File: config.mk
export PLATFORM = sky130hd
export DESIGN_NAME = alu16_sequencer
export DESIGN_NICKNAME = d
export VERILOG_FILES = /design/src/rtl/alu16_sequencer.sv
export SDC_FILE = /design/constraint.sdc
export NUM_CORES = 1
export LEC_CHECK = 0
export CAP_MARGIN = 25
export CORE_MARGIN = 2
export CORE_UTILIZATION = 30
export DETAILED_ROUTE_END_ITERATION = 8
export PLACE_DENSITY = 0.58
export SLEW_MARGIN = 25
export SYNTH_ARGS = -nofsm -noshare
export SYNTH_HDL_FRONTEND = slang
export SYNTH_SLANG_ARGS = --single-unit
export TNS_END_PERCENT = 10
File: constraint.sdc
create_clock -name clk -period 3.2 [get_ports clk]
set_input_delay 0.64 -clock clk [delete_from_list [all_inputs] [get_ports clk]]
set_output_delay 0.64 -clock clk [all_outputs]
set_load 0.02 [all_outputs]
File: src/rtl/alu16_sequencer.sv
// 16-bit ALU sequencer: runs one request as four 4-bit slices through an external
// combinational ALU, chaining the carry, and returns a registered 16-bit response.
module alu16_sequencer (
   input  logic        clk,
   input  logic        reset,
   input  logic        req_valid,
   output logic        req_ready,
   input  logic [15:0] req_a,
   input  logic [15:0] req_b,
   input  logic [2:0]  req_op,
   output logic        resp_valid,
   input  logic        resp_ready,
   output logic [15:0] resp_result,
   output logic        resp_zero,
   output logic        resp_cout,
   output logic        resp_ovf,
   output logic        resp_err,
   output logic [3:0]  alu_a,
   output logic [3:0]  alu_b,
   output logic [2:0]  alu_control,
   output logic        alu_cin,
   input  logic [3:0]  alu_result,
   input  logic        alu_zero,
   input  logic        alu_cout
);

   typedef enum logic [1:0] {IDLE, ISSUE, DONE} state_t;

   localparam logic [2:0] OP_ADD = 3'b010;
   localparam logic [2:0] OP_SUB = 3'b011;

   state_t      state_q, state_d;
   logic [15:0] a_q, a_d;
   logic [15:0] b_q, b_d;
   logic [2:0]  op_q, op_d;
   logic [1:0]  cnt_q, cnt_d;
   logic        carry_q, carry_d;
   logic [11:0] part_q, part_d;
   logic        zacc_q, zacc_d;
   logic [15:0] result_q, result_d;
   logic        zero_q, zero_d;
   logic        cout_q, cout_d;
   logic        ovf_q, ovf_d;
   logic        err_q, err_d;

   logic is_add, is_sub, is_arith, ovf_final;

   assign is_add   = (op_q == OP_ADD);
   assign is_sub   = (op_q == OP_SUB);
   assign is_arith = is_add | is_sub;

   // alu_result[3] is result bit 15 while the top nibble is being issued
   assign ovf_final = (is_add && (a_q[15] == b_q[15]) && (alu_result[3] != a_q[15])) ||
                      (is_sub && (a_q[15] != b_q[15]) && (alu_result[3] != a_q[15]));

   always_comb begin
      state_d     = state_q;
      a_d         = a_q;
      b_d         = b_q;
      op_d        = op_q;
      cnt_d       = cnt_q;
      carry_d     = carry_q;
      part_d      = part_q;
      zacc_d      = zacc_q;
      result_d    = result_q;
      zero_d      = zero_q;
      cout_d      = cout_q;
      ovf_d       = ovf_q;
      err_d       = err_q;
      alu_a       = 4'd0;
      alu_b       = 4'd0;
      alu_control = 3'd0;
      alu_cin     = 1'b0;

      case (state_q)
         IDLE: begin
            if (req_valid) begin
               a_d     = req_a;
               b_d     = req_b;
               op_d    = req_op;
               cnt_d   = 2'd0;
               carry_d = 1'b0;
               zacc_d  = 1'b1;
               if (req_op[2:1] == 2'b11) begin
                  state_d  = DONE;
                  result_d = 16'd0;
                  zero_d   = 1'b1;
                  cout_d   = 1'b0;
                  ovf_d    = 1'b0;
                  err_d    = 1'b1;
               end else begin
                  state_d = ISSUE;
               end
            end
         end

         ISSUE: begin
            alu_a       = a_q[{cnt_q, 2'b00} +: 4];
            alu_b       = b_q[{cnt_q, 2'b00} +: 4];
            alu_control = op_q;
            alu_cin     = (cnt_q == 2'd0) ? is_sub : (is_arith & carry_q);
            carry_d     = alu_cout;
            zacc_d      = zacc_q & alu_zero;
            cnt_d       = cnt_q + 2'd1;
            case (cnt_q)
               2'd0: part_d[3:0]  = alu_result;
               2'd1: part_d[7:4]  = alu_result;
               2'd2: part_d[11:8] = alu_result;
               default: begin
                  state_d  = DONE;
                  result_d = {alu_result, part_q};
                  zero_d   = zacc_q & alu_zero;
                  cout_d   = is_arith & alu_cout;
                  ovf_d    = ovf_final;
                  err_d    = 1'b0;
               end
            endcase
         end

         DONE: begin
            if (resp_ready) begin
               state_d = IDLE;
            end
         end

         default: state_d = IDLE;
      endcase
   end

   always_ff @(posedge clk or posedge reset) begin
      if (reset) begin
         state_q  <= IDLE;
         a_q      <= 16'd0;
         b_q      <= 16'd0;
         op_q     <= 3'd0;
         cnt_q    <= 2'd0;
         carry_q  <= 1'b0;
         part_q   <= 12'd0;
         zacc_q   <= 1'b0;
         result_q <= 16'd0;
         zero_q   <= 1'b0;
         cout_q   <= 1'b0;
         ovf_q    <= 1'b0;
         err_q    <= 1'b0;
      end else begin
         state_q  <= state_d;
         a_q      <= a_d;
         b_q      <= b_d;
         op_q     <= op_d;
         cnt_q    <= cnt_d;
         carry_q  <= carry_d;
         part_q   <= part_d;
         zacc_q   <= zacc_d;
         result_q <= result_d;
         zero_q   <= zero_d;
         cout_q   <= cout_d;
         ovf_q    <= ovf_d;
         err_q    <= err_d;
      end
   end

   assign req_ready   = (state_q == IDLE);
   assign resp_valid  = (state_q == DONE);
   assign resp_result = result_q;
   assign resp_zero   = zero_q;
   assign resp_cout   = cout_q;
   assign resp_ovf    = ovf_q;
   assign resp_err    = err_q;

endmodule

==> out/metrics.yaml <==
pwr:
  p_leak_nw: 1.767
  power_density_mw_per_mm2: 1028
  power.share.clock_pct: 16.3
  cellInternalPower_mw: 2.874
  power.combinational.fraction_pct: 44.2
  power.net_switching_mw: 1.506
  power.ir.vdd_worst_mv: 0.4075
  swShare_pct: 34.38
  share_seq_of_total_power_pct: 39.5
logic_synthesis:
  ys.warnings.count: 0
  ys_async_rst_share_pct: 100.0
  muxShareOfSynthArea_pct: 22.85
  synth.distinct_cells: 36
  postSynthRegisterBits: 73
  synth_enable_flop_cells: 0
  postSynthAreaPerCell_sq_um: 14.81
  synth_compound_area_share_pct: 6.573
  post_synthesis_cell_area_sq_mm: 0.003198
  yosys.area_share.simple_pct: 6.729
  postSynth.topFlopCell: "sky130_fd_sc_hd__dfrtp_1"
  adder_cell_area_share_of_the_yosys_netlist_pct: 1.565
  mappedNetlistNets: 265
  combinational_family_with_the_most_area_after_synthesis: "multiplexers"
  postSynthCellCount: 216
  post_synth_xor_area_fraction_pct: 0.8216
  synth_sequential_area_ratio_pct: 57.12
critical_path:
  slowest_delay_ns: 0.69
  critPathSlowestCell: "sky130_fd_sc_hd__dfrtp_1"
  critical_path_class: "reg -> out"
  critical_path.startpoint_type: "flip-flop"
  critical_path.reg2reg.endpoint: "resp_cout"
  r2r.worst_path.cells: 4
  worst_setup_path_end_kind: "primary output"
  critical_path.cell_chain: "mux4_2 -> and2_1 -> clkdlybuf4s50_1"
  setup.reg_to_reg.worst_slack_ns: 1.12
  critPathArrivalTime_ns: 2.30
  timing.critical_path.max_delay_family: "flip-flops"
  critPathBufInv: 1
  worst_path_max_fanout: 11
  worst-endpoint-required_ns: 2.56
  worstReg2RegStart: "cnt_q[1]"
route:
  final_antenna_net_count: 0
  drtPass1Iterations: 4
  drt_wl_total_mm: 6.777
  highest_layer: "met4"
  routedLengthMet1_mm: 2.999
  drc: 0
  wl_met2_mm: 3.149
  met3RoutedLength_um: 589
  detail_route.iter0.violations: 118
  detail_route.vias_per_cell: 4.579
  average_wire_per_standard_cell_um: 15.51
  total_number_of_vias: 2001
floorplanning:
  die_y_um: 107.3
  die_width_um: 107.3
  ios: 79
  floorplan.initialDensity_pct: 30.98
  core_region_area_sq_mm: 0.01032
  fp-row-count: 37
  die_area_sq_mm: 0.01150
clocking:
  numClockSinks: 73
  cts_buffers: 9
  cts.root.buffer_cell: "sky130_fd_sc_hd__clkbuf_8"
  htree_levels: 3
  cts-root-to-sink-buffers: 2
  cts.repair_timing.setup_buffer_count: 0
  cts.reportedPaths.clkPinSlew_ns: 0.08
  tritoncts: "built"
  clk-insertion-delay-late_ns: 0.33
  post_cts_hold_buffer_count: 0
final_layout:
  nNetsFinal: 345
  drive_above_1_share_pct: 23.26
  area_growth_pct: 33.22
  multi_input_comb_area_sq_mm: 0.001237
  antenna_diode_instance_count: 0
  finalCoreUtilization_pct: 41.27
  filler_cell_count: 1010
  design_area_sq_mm: 0.004260
  regArea_sq_mm: 0.001828
worst_hold_path:
  min_path_cells: 1
  startpoint_of_the_worst_hold_path: "a_q[8]"
  classification_of_the_worst_slack_hold_path: "reg -> reg"
  whs_endpoint: "a_q[8]"
sta:
  unrepaired_setup_endpoints_after_global_routing: "false"
  slew-limit-headroom_pct: 51.64
  worstMarginPinSlew_ns: 0.7255
  post-route-min-period_ns: 2.944
  drv_slew: 0
  setup_skew_ns: 0.007688
  finalHoldViolations: 0
  timing.final.crit_share_pct: 92.01
  maximum_achievable_frequency_mhz: 339.6
  setup-tns-final_ns: 0
  final-setup-viol-count: 0
  hold-worst-slack_ns: 0.4911
placed_design:
  dp_hpwl_mm: 4.725
  numPortBuffers: 78
  place_congestion: 0.7054
  placedInstanceArea_sq_mm: 0.004059
grt:
  overall_fraction_of_global_route_tracks_in_use_pct: 12.89
  maximum_number_of_pins_on_one_net_before_global_route_repair: 41
  grt_pass1_vias: 2153
  antenna_found_initial: 0
  grt_overflow_total: 0
  wire_length_of_the_first_global_routing_pass_mm: 11.37
run_status:
  outcome: "finished, final reports clean"
flow_run:
  drv.max_cap_violation_count: 0
[flip-flops by register name, summed over array words and instances (netlist names)]
name,count
a_q,16
b_q,16
carry_q,1
cnt_q,2
op_q,3
part_q,12
resp_cout,1
resp_err,1
resp_ovf,1
resp_result,16
resp_zero,1
state_q,2
zacc_q,1
[worst max path at each step]
stage	depth (start not counted)	start	to
4_1_cts	5	cnt_q[0]	alu_cin
3_3_place_gp	5	cnt_q[0]	alu_cin
3_5_place_dp	5	cnt_q[0]	alu_cin
5_1_grt	5	cnt_q[1]	alu_cin
6_report	3	cnt_q[1]	alu_b[0]
2_1_floorplan	1	reset	a_q[0]
[power by group through the flow]
stage	clock [mW]	sequential [mW]	combinational, mW
after global routing	0.792	1.81	2.10
after CTS	0.742	1.74	1.96
after detailed placement	0	1.76	1.95
final	0.716	1.73	1.94
after global placement	0	1.75	1.92
after floorplan	0	1.75	1.26
[worst register-to-register path: cells and delay by family (launching register included)]
family	cells	cell delay, ns
AO/OA/AOI/OAI	1	0.59
adder cells (fa/ha/maj)	1	0.32
flip-flops	1	0.59
multiplexers	1	0.41
AND/OR/NAND/NOR	1	0.07
[placed cells by master (no fill, tap or decap), types with 3 or more instances in the layout]
| cell type | n |
|---|---|
| sky130_fd_sc_hd__clkdlybuf4s50_1 | 78 |
| sky130_fd_sc_hd__dfrtp_1 | 72 |
| sky130_fd_sc_hd__a22o_1 | 16 |
| sky130_fd_sc_hd__ha_1 | 4 |
| sky130_fd_sc_hd__clkbuf_8 | 9 |
| sky130_fd_sc_hd__and2_1 | 11 |
| sky130_fd_sc_hd__nand2_1 | 8 |
| sky130_fd_sc_hd__mux2_2 | 37 |
| sky130_fd_sc_hd__mux2_1 | 11 |
| sky130_fd_sc_hd__mux4_2 | 8 |
| sky130_fd_sc_hd__inv_1 | 4 |
| sky130_fd_sc_hd__buf_4 | 4 |
| sky130_fd_sc_hd__o21ai_0 | 3 |
[cells in the mapped netlist (2+ instances only)]
master	count	area, sq um
sky130_fd_sc_hd__mux2_2	37	416.7
sky130_fd_sc_hd__nor2_1	2	7.510
sky130_fd_sc_hd__dfrtp_1	73	1827
sky130_fd_sc_hd__nand2_2	2	12.51
sky130_fd_sc_hd__mux2_1	11	123.9
sky130_fd_sc_hd__mux4_2	8	180.2
sky130_fd_sc_hd__buf_6	8	90.09
sky130_fd_sc_hd__inv_1	5	18.77
sky130_fd_sc_hd__nand2_1	8	30.03
sky130_fd_sc_hd__buf_4	2	15.01
sky130_fd_sc_hd__a22o_1	16	140.1
sky130_fd_sc_hd__ha_1	4	50.05
sky130_fd_sc_hd__xnor2_1	2	17.52
sky130_fd_sc_hd__nand2b_1	2	12.51
sky130_fd_sc_hd__o21ai_0	3	15.01
sky130_fd_sc_hd__buf_2	3	15.01
sky130_fd_sc_hd__and2_1	11	68.82
[kinds of logic after synthesis]
family / Yosys count
flops: 73
mux: 57
simple gates: 35
compound gates: 26
buf+inv: 18
fa+ha+maj: 4
xor+xnor: 3
[repair_timing]
item                       in CTS  in global routing
setup endpoints to repair       0                  2
gates resized for setup         0                  2
hold endpoints to repair        0                  0
[metrics by stage]
stage	instances	setup WS, ns	total power, mW
6_report	437	0.2557	4.379
5_1_grt	437	0.01848	4.703
4_1_cts	437	0.07949	4.443
3_5_place_dp	421	0.4765	3.708
3_3_place_gp	421	0.5000	3.665
2_1_floorplan	216	0.7067	3.001
[area by class of cell]
cell class                      count  area share (%)
Timing Repair Buffer               82           19.03
Multi-Input combinational cell    125           29.05
Tap cell                          136           3.994
Inverter                            5          0.4405
Clock buffer                       10           2.996
Clock inverter                      6           1.586
Sequential cell                    73           42.91
[routing by layer]
layer,track usage (%),up-vias
li1,-,933
met1,16.23,1004
met2,20.07,59
met3,6.477,5
met4,2.505,0
met5,0,-
Power figures use the tool's default switching activity.
